<file path="config.mk">
export PLATFORM = sky130hd
export DESIGN_NAME = prbs_ber_monitor
export DESIGN_NICKNAME = d
export VERILOG_FILES = /design/src/rtl/prbs_ber_monitor.sv
export SDC_FILE = /design/constraint.sdc
export NUM_CORES = 1
export LEC_CHECK = 0
export CORE_AREA = 2 2 150 152
export CTS_CLUSTER_DIAMETER = 60
export DETAILED_ROUTE_END_ITERATION = 10
export DIE_AREA = 0 0 152 154
export GPL_ROUTABILITY_DRIVEN = 0
export PLACE_DENSITY = 0.69
export SLEW_MARGIN = 20
export SYNTH_ARGS = -nofsm -noshare
export SYNTH_HDL_FRONTEND = slang
export SYNTH_SLANG_ARGS = --single-unit
</file>
<file path="constraint.sdc">
create_clock -name clk -period 7.45 [get_ports clk]
set_input_delay 1.49 -clock clk [delete_from_list [all_inputs] [get_ports clk]]
set_output_delay 1.49 -clock clk [all_outputs]
set_load 0.005 [all_outputs]
</file>
<file path="src/rtl/prbs_ber_monitor.sv">
`default_nettype none
// ============================================================================
//  Module      : prbs_ber_monitor
//  Description : Windowed link-quality statistics over aligner lock and
//                per-word PRBS bit-error counts (words, errors, lock losses).
//  Revision    : 1.0  initial release
// ============================================================================
module prbs_ber_monitor #(
    parameter int WORD_W   = 32,
    parameter int BITERR_W = 32,
    parameter int LOSS_W   = 16
) (
    input  logic                clk,
    input  logic                reset,
    input  logic                aligned,
    input  logic [5:0]          err_count,
    input  logic                start,
    input  logic                stop,
    input  logic [WORD_W-1:0]   win_len,
    output logic                busy,
    output logic                done,
    output logic [WORD_W-1:0]   words,
    output logic [BITERR_W-1:0] bit_errs,
    output logic [WORD_W-1:0]   err_words,
    output logic [LOSS_W-1:0]   lock_losses,
    output logic [5:0]          max_err,
    output logic                ovf
);

    typedef enum logic [1:0] {
        S_IDLE      = 2'd0,
        S_WAIT_LOCK = 2'd1,
        S_RUN       = 2'd2,
        S_DONE      = 2'd3
    } state_t;

    localparam logic [WORD_W-1:0]   c_wordMax = '1;
    localparam logic [BITERR_W-1:0] c_bitMax  = '1;
    localparam logic [LOSS_W-1:0]   c_lossMax = '1;

    state_t              r_state;
    logic [WORD_W-1:0]   r_win;

    // Saturating next values: each counter sticks at all-ones.
    logic [WORD_W-1:0]   w_wordsNext;
    logic [WORD_W-1:0]   w_errWordsNext;
    logic [LOSS_W-1:0]   w_lossNext;
    logic [BITERR_W:0]   w_bitSum;
    logic                w_bitSat;
    logic [BITERR_W-1:0] w_bitNext;
    logic                w_winHit;
    logic                w_countOvf;

    assign w_wordsNext    = (words == c_wordMax) ? words : words + 1'b1;
    assign w_errWordsNext = (err_words == c_wordMax) ? err_words : err_words + 1'b1;
    assign w_lossNext     = (lock_losses == c_lossMax) ? lock_losses : lock_losses + 1'b1;
    assign w_bitSum       = {1'b0, bit_errs} + (BITERR_W+1)'(err_count);
    assign w_bitSat       = (w_bitSum >= {1'b0, c_bitMax});
    assign w_bitNext      = w_bitSat ? c_bitMax : w_bitSum[BITERR_W-1:0];
    assign w_winHit       = (r_win != '0) && (w_wordsNext == r_win);
    assign w_countOvf     = (w_wordsNext == c_wordMax) || w_bitSat ||
                            ((err_count != 6'd0) && (w_errWordsNext == c_wordMax));

    always_ff @(posedge clk) begin
        if (!reset) begin
            r_state     <= S_IDLE;
            r_win       <= '0;
            busy        <= 1'b0;
            done        <= 1'b0;
            words       <= '0;
            bit_errs    <= '0;
            err_words   <= '0;
            lock_losses <= '0;
            max_err     <= '0;
            ovf         <= 1'b0;
        end else begin
            done <= 1'b0;
            case (r_state)
                S_IDLE: begin
                    if (start) begin
                        r_state     <= S_WAIT_LOCK;
                        r_win       <= win_len;
                        busy        <= 1'b1;
                        words       <= '0;
                        bit_errs    <= '0;
                        err_words   <= '0;
                        lock_losses <= '0;
                        max_err     <= '0;
                        ovf         <= 1'b0;
                    end
                end
                S_WAIT_LOCK: begin
                    if (stop) begin
                        r_state <= S_DONE;
                        busy    <= 1'b0;
                        done    <= 1'b1;
                    end else if (aligned) begin
                        r_state <= S_RUN;
                    end
                end
                S_RUN: begin
                    if (stop || !aligned) begin
                        // A lost lock is recorded even when stop arrives in the same cycle.
                        if (!aligned) begin
                            lock_losses <= w_lossNext;
                            if (w_lossNext == c_lossMax) begin
                                ovf <= 1'b1;
                            end
                        end
                        if (stop) begin
                            r_state <= S_DONE;
                            busy    <= 1'b0;
                            done    <= 1'b1;
                        end else begin
                            r_state <= S_WAIT_LOCK;
                        end
                    end else begin
                        words    <= w_wordsNext;
                        bit_errs <= w_bitNext;
                        if (err_count != 6'd0) begin
                            err_words <= w_errWordsNext;
                        end
                        if (err_count > max_err) begin
                            max_err <= err_count;
                        end
                        if (w_countOvf) begin
                            ovf <= 1'b1;
                        end
                        if (w_winHit) begin
                            r_state <= S_DONE;
                            busy    <= 1'b0;
                            done    <= 1'b1;
                        end
                    end
                end
                S_DONE: begin
                    r_state <= S_IDLE;
                end
                default: begin
                    r_state <= S_IDLE;
                    busy    <= 1'b0;
                end
            endcase
        end
    end

endmodule
`default_nettype wire

</file>
# ---- Word-level counts from Yosys, hierarchy flattened
# Index checks and enable logic that the tools add are counted.
dict set report totals {
  regBits 155
  inputBits 43
  elab_cells 98
}
dict set report classes {
  addsub 4
  magnitude_cmp 2
  n_eq_ne 21
  n_mux 42
  reduce_logical 19
}
# op count
set ops {}
lappend ops {{two-way mux 32 bit} 8}
lappend ops {{one-hot mux 32 bit (2 select lines)} 3}
lappend ops {{== test 32 bit, second input constant} 4}
lappend ops {{adder 32 x 1 -> 32 bit, second input constant} 2}
lappend ops {{two-way mux 16 bit} 4}
lappend ops {{adder 32 x 6 -> 33 bit} 1}
lappend ops {{>= comparator 33 x 32 -> 1 bit, second input constant} 1}
lappend ops {{== test 16 bit, second input constant} 2}
lappend ops {{== test 32 bit} 1}
lappend ops {{one-hot mux 16 bit (2 select lines)} 1}
lappend ops {{nonzero test 32 bit} 1}
lappend ops {{two-way mux 6 bit} 3}
lappend ops {{adder 16 x 1 -> 16 bit, second input constant} 1}
lappend ops {{!= test 3 bit, second input constant} 5}
lappend ops {{two-way mux 1 bit} 12}
lappend ops {{two-way mux 2 bit} 6}
lappend ops {{!= test 2 bit, second input constant} 6}
lappend ops {{one-hot mux 6 bit (2 select lines)} 1}
lappend ops {{AND reduction 4 bit} 3}
lappend ops {{AND reduction 3 bit} 3}
lappend ops {{one-hot mux 2 bit (4 select lines)} 1}
lappend ops {{> comparator 6 bit} 1}
lappend ops {{nonzero test 6 bit} 1}
lappend ops {{AND reduction 5 bit} 1}
lappend ops {{11 further kinds} 16}

# ---- Logic depth before layout (Yosys ltp)
dict set report depth {
  ltp_word 8
  depth_mapped 14
}

# ---- Least setup slack after synthesis
# Ideal clock, no wire load.
dict set report synth_timing {
  kind {input-to-reg}
  startpoint {input port err_count[0]}
  endpoint {register ovf}
  t_arrival_ns 4.246
  setup_slack_ns 3.080
  path_stages 13
  cell_sequence {ha_1 -> inv_1 -> fa_1 -> nor2b_1 -> o21bai_1 -> a2111oi_4 -> nand4_1 -> xor2_1 -> nor2_1 -> nand4_1 -> o41ai_4 -> o221ai_1 -> mux2i_1}
}
dict set report synth_via {
  elab_chain_cells 6
  word_cells_on_any_way 8
  cone_classes {1 x add/sub; 1 x order compare; 1 x eq/ne; 5 x reduce/logical}
}
# element line_no
set synth_lines {}
lappend synth_lines {{start: declaration} 16} ;# input logic [5:0] err_count,
lappend synth_lines {{adder 32 x 6 -> 33 bit} 57} ;# assign w_bitSum = {1'b0, bit_errs} + (BITERR_W+1)'(err_count);
lappend synth_lines {{>= comparator 33 x 32 -> 1 bit} 58} ;# assign w_bitSat = (w_bitSum >= {1'b0, c_bitMax});
lappend synth_lines {{logical OR 1 bit} 61} ;# assign w_countOvf = (w_wordsNext == c_wordMax) || w_bitSat ||
lappend synth_lines {{logical OR 1 bit *} 61}
lappend synth_lines {{!= test 3 bit (no source line) *} -}
lappend synth_lines {{AND reduction 5 bit (no source line) *} -}
lappend synth_lines {{end signal: assignment} 75} ;# ovf <= 1'b0;
lappend synth_lines {{end signal: assignment} 89} ;# ovf <= 1'b0;
lappend synth_lines {{end signal: assignment} 107} ;# ovf <= 1'b1;
lappend synth_lines {{end: declaration} 27} ;# output logic ovf
# Mark *: on every way between the ends. The rest lies on a longest branch, timed or not.
# A chain may end at the register's enable or synchronous reset.

# ---- Worst setup path in the final report
dict set report layout_timing {
  startpoint {input port err_count[0]}
  endpoint {register bit_errs[3]}
}
dict set report layout_via {
  elab_chain_cells 5
}
# element line_no
set layout_lines {}
lappend layout_lines {{adder 32 x 6 -> 33 bit *} 57}
lappend layout_lines {{>= comparator 33 x 32 -> 1 bit} 58}
lappend layout_lines {{two-way mux 32 bit *} 59} ;# assign w_bitNext = w_bitSat ? c_bitMax : w_bitSum[BITERR_W-1:0];
lappend layout_lines {{two-way mux 32 bit *} 102} ;# if (stop || !aligned) begin
lappend layout_lines {{one-hot mux 32 bit (2 select lines) *} 78} ;# case (r_state)
lappend layout_lines {{end signal: assignment} 119} ;# bit_errs <= w_bitNext;
lappend layout_lines {{end: declaration} 23} ;# output logic [BITERR_W-1:0] bit_errs,
# Mark *: on every way between the ends. The rest lies on a longest branch, timed or not. The select of a mux whose other input is x is not followed.

==> impl_metrics.yaml <==
worst_setup_path:
  cp_max_fo: 14
  startpoint_type: "primary input"
  critPathKind: "in -> reg"
  rr_worst_depth: 10
  r2r_start: "words[3]"
  end_kind: "flop"
  ff2ff_setup_slack_ns: 3.06
  required_ns: 7.79
  reg2reg_to: "r_state[1]"
  cp.arrival_ns: 5.92
timing:
  drv_slew: 0
  tns_ns: 0
  slew_headroom_pct: 29.2
  finalCritPeriodShare_pct: 74.9
  layout_min_cycle_time_ns: 5.58
  finClkSkew_ns: 0.0126
  timing.fmax_mhz: 179
  rsz0062_at_grt: "no"
  setup_viol: 0
  hold_violations: 0
  worst_hold_slack_ns: 0.483
  tightest_slew_ns: 1.06
synthesis:
  ys_top_cells_by_area: "dfxtp_1 29%, nand2_1 7.0%, a21oi_1 6.5%"
  postSynth.asyncResetShare_pct: 0
  synth-edff-count: 0
  seq_area_frac_synth_pct: 29.4
  synth_cell_types: 95
  synth_area_leader_cell: "dfxtp_1"
  synth_xor_area_share_pct: 6.90
  synth-seq-cells: 155
  postSynthCellCount: 1428
  syn_nets: 1491
  synth_most_common_cell: "nand2_1"
  avgSynthCellArea_sq_um: 7.39
  synth_commonest_cells: "197 x nand2_1, 155 x dfxtp_1, 137 x a21oi_1"
  synthSimpleGateAreaFrac_pct: 31.2
  synth_compound_area_share_pct: 23.4
  synth_top_family_by_area: "simple AND/OR/NAND/NOR gates"
  synth-main-ff-cell: "dfxtp_1"
  netlist.area_leader.share_pct: 29.4
  syn_area_sq_mm: 0.0106
  synthAdderAreaFrac_pct: 2.44
  yosys_warnings: 0
  synthMuxAreaShare_pct: 0.996
clock_network:
  cts_root_buffer: "clkbuf_16"
  clkTransAtPathRegs_ns: 0.07
  htreeDepth: 4
  cts_resized: 0
  cts_setup_buffers: 0
  cts_tree: "yes"
  clock_latency_ns: 0.43
  cts_buffer_depth: 2
  cts_hold_buffers: 0
  cts_buffers: 17
  clock_sinks: 155
pwr:
  ir_worst_vdd_v: 0.000148
  power_density_mw_per_mm2: 189
  leakagePower_nw: 4.12
placed_design:
  dp_cells: 1774
  port_buffers: 163
  place_hpwl_microns: 22700
grt:
  grt_usage_pct: 27.0
  grt_pass1_vias: 9968
  grt_overflow: 0
  grt_antenna_before_repair: 0
  grt_max_degree: 82
  grt_first_pass_wirelength_microns: 52800
layout:
  finalNonFillerCells: 1804
  antenna_cells: 0
  fillers: 2052
  area_growth_pct: 20.4
  drive_gt1_share_pct: 5.58
  fin_nets: 1576
routing:
  drt_iter0_drc: 1156
  firstDrtPassIters: 5
  vias: 11100
  via_per_inst: 6.15
  wl_microns: 32700
  wl_per_cell_microns: 18.1
  drc: 0
  ant_nets: 0
worst_hold_path:
  worst_hold_path_type: "reg -> reg"
  holdPathEnd: "ovf"
  hold_start: "ovf"
  hold_depth: 2
die:
  dieArea_sq_mm: 0.0234
  start_util_pct: 48.7
  fp.coreArea_sq_mm: 0.0217
  die_h_microns: 154
  io_pins: 164
  rows: 54
  die_w_microns: 152
flow_run:
  maxCapViolations: 0
outcome:
  outcome: "completed"
-- how the worst max path moves through the flow --
stage	to	slack, ns	start
CTS	bit_errs[3]	1.94	err_count[0]
floorplan	ovf	3.08	err_count[0]
detailed placement	bit_errs[3]	1.52	err_count[0]
finish	bit_errs[3]	1.87	err_count[0]
global route	bit_errs[0]	1.69	err_count[0]
global placement	bit_errs[1]	1.63	err_count[0]
-- registers in the layout (all words and copies together), names as in the netlist --
| name | flops |
|---|---|
| bit_errs | 32 |
| busy | 1 |
| done | 1 |
| err_words | 32 |
| lock_losses | 16 |
| max_err | 6 |
| ovf | 1 |
| r_state | 2 |
| r_win | 32 |
| words | 32 |
-- per-layer routing --
| metal | routed length, microns | vias to the layer above | track usage [%] |
|---|---|---|---|
| met2 | 14800 | 503 | 42.3 |
| met1 | 14800 | 5164 | 38.2 |
| met3 | 2580 | 63 | 5.16 |
| met5 | 0 | - | 0 |
| li1 | - | 5360 | - |
| met4 | 581 | 0 | 7.08 |
-- where the power goes --
| group | internal, mW | switching (mW) | leakage (nW) |
|---|---|---|---|
| logic | 0.196 | 0.402 | 2.59 |
| registers | 0.869 | 0.0504 | 1.25 |
| clock network | 0.523 | 0.364 | 0.271 |
-- stage by stage --
step | power, mW | instance area [sq um] | utilization (%) | setup WS, ns
finish | 2.40 | 12700 | 58.6 | 1.87
global route | 2.52 | 12700 | 58.6 | 1.69
CTS | 2.42 | 12700 | 58.6 | 1.94
detailed placement | 1.53 | 12100 | 55.9 | 1.52
global placement | 1.52 | 12100 | 55.9 | 1.63
floorplan | 1.35 | 10600 | - | 3.08
-- final cells by class --
class	instances	area, sq um	share of cell area [%]
Multi-Input combinational cell	1138	6860	54.0
Sequential cell	155	3100	24.4
Timing Repair Buffer	173	1710	13.4
Clock buffer	19	433	3.41
Tap cell	280	350	2.76
Clock inverter	11	148	1.16
Inverter	28	108	0.847
-- worst max-delay path, cell delays in order --
cell and delay (ns):
clkdlybuf4s50_1 0.53, ha_1 0.19, inv_1 0.06, fa_1 0.40, nor2b_1 0.23, o21bai_1 0.17, a21oi_1 0.33, and3_1 0.26
nor2b_1 0.19, o21ai_0 0.11, or4_4 0.55, o41ai_4 0.84, buf_4 0.32, o21ai_1 0.07, a21oi_1 0.17
-- kinds of logic (layout without fill, tap and decap cells) --
| family | after synthesis | count (layout) |
|---|---|---|
| mux | 10 | 10 |
| buf+inv | 135 | 231 |
| flops | 155 | 155 |
| simple gates | 641 | 641 |
| compound gates | 388 | 388 |
| fa+ha+maj | 20 | 20 |
| xor+xnor | 79 | 79 |
-- cells in the final DEF (no fill, tap or decap), types with 6 or more instances in the layout --
master / instances
a211oi_1: 7
o21ai_0: 80
o21ai_1: 25
and2_1: 11
nor3_1: 55
a311oi_1: 12
and3_1: 18
or2_2: 6
ha_1: 19
a22oi_1: 32
nand4_1: 39
xnor2_1: 55
clkbuf_16: 17
nor4_1: 22
buf_4: 10
inv_1: 26
nand2b_1: 16
dfxtp_1: 155
nand3_1: 65
nor2_1: 130
nand2_1: 197
a31oi_1: 13
or4_1: 10
mux2i_1: 6
nor2b_1: 14
clkdlybuf4s50_1: 163
xor2_1: 21
and4_1: 11
a21oi_1: 136
o31ai_1: 10
Note: power is estimated with default switching activity, not from simulation.
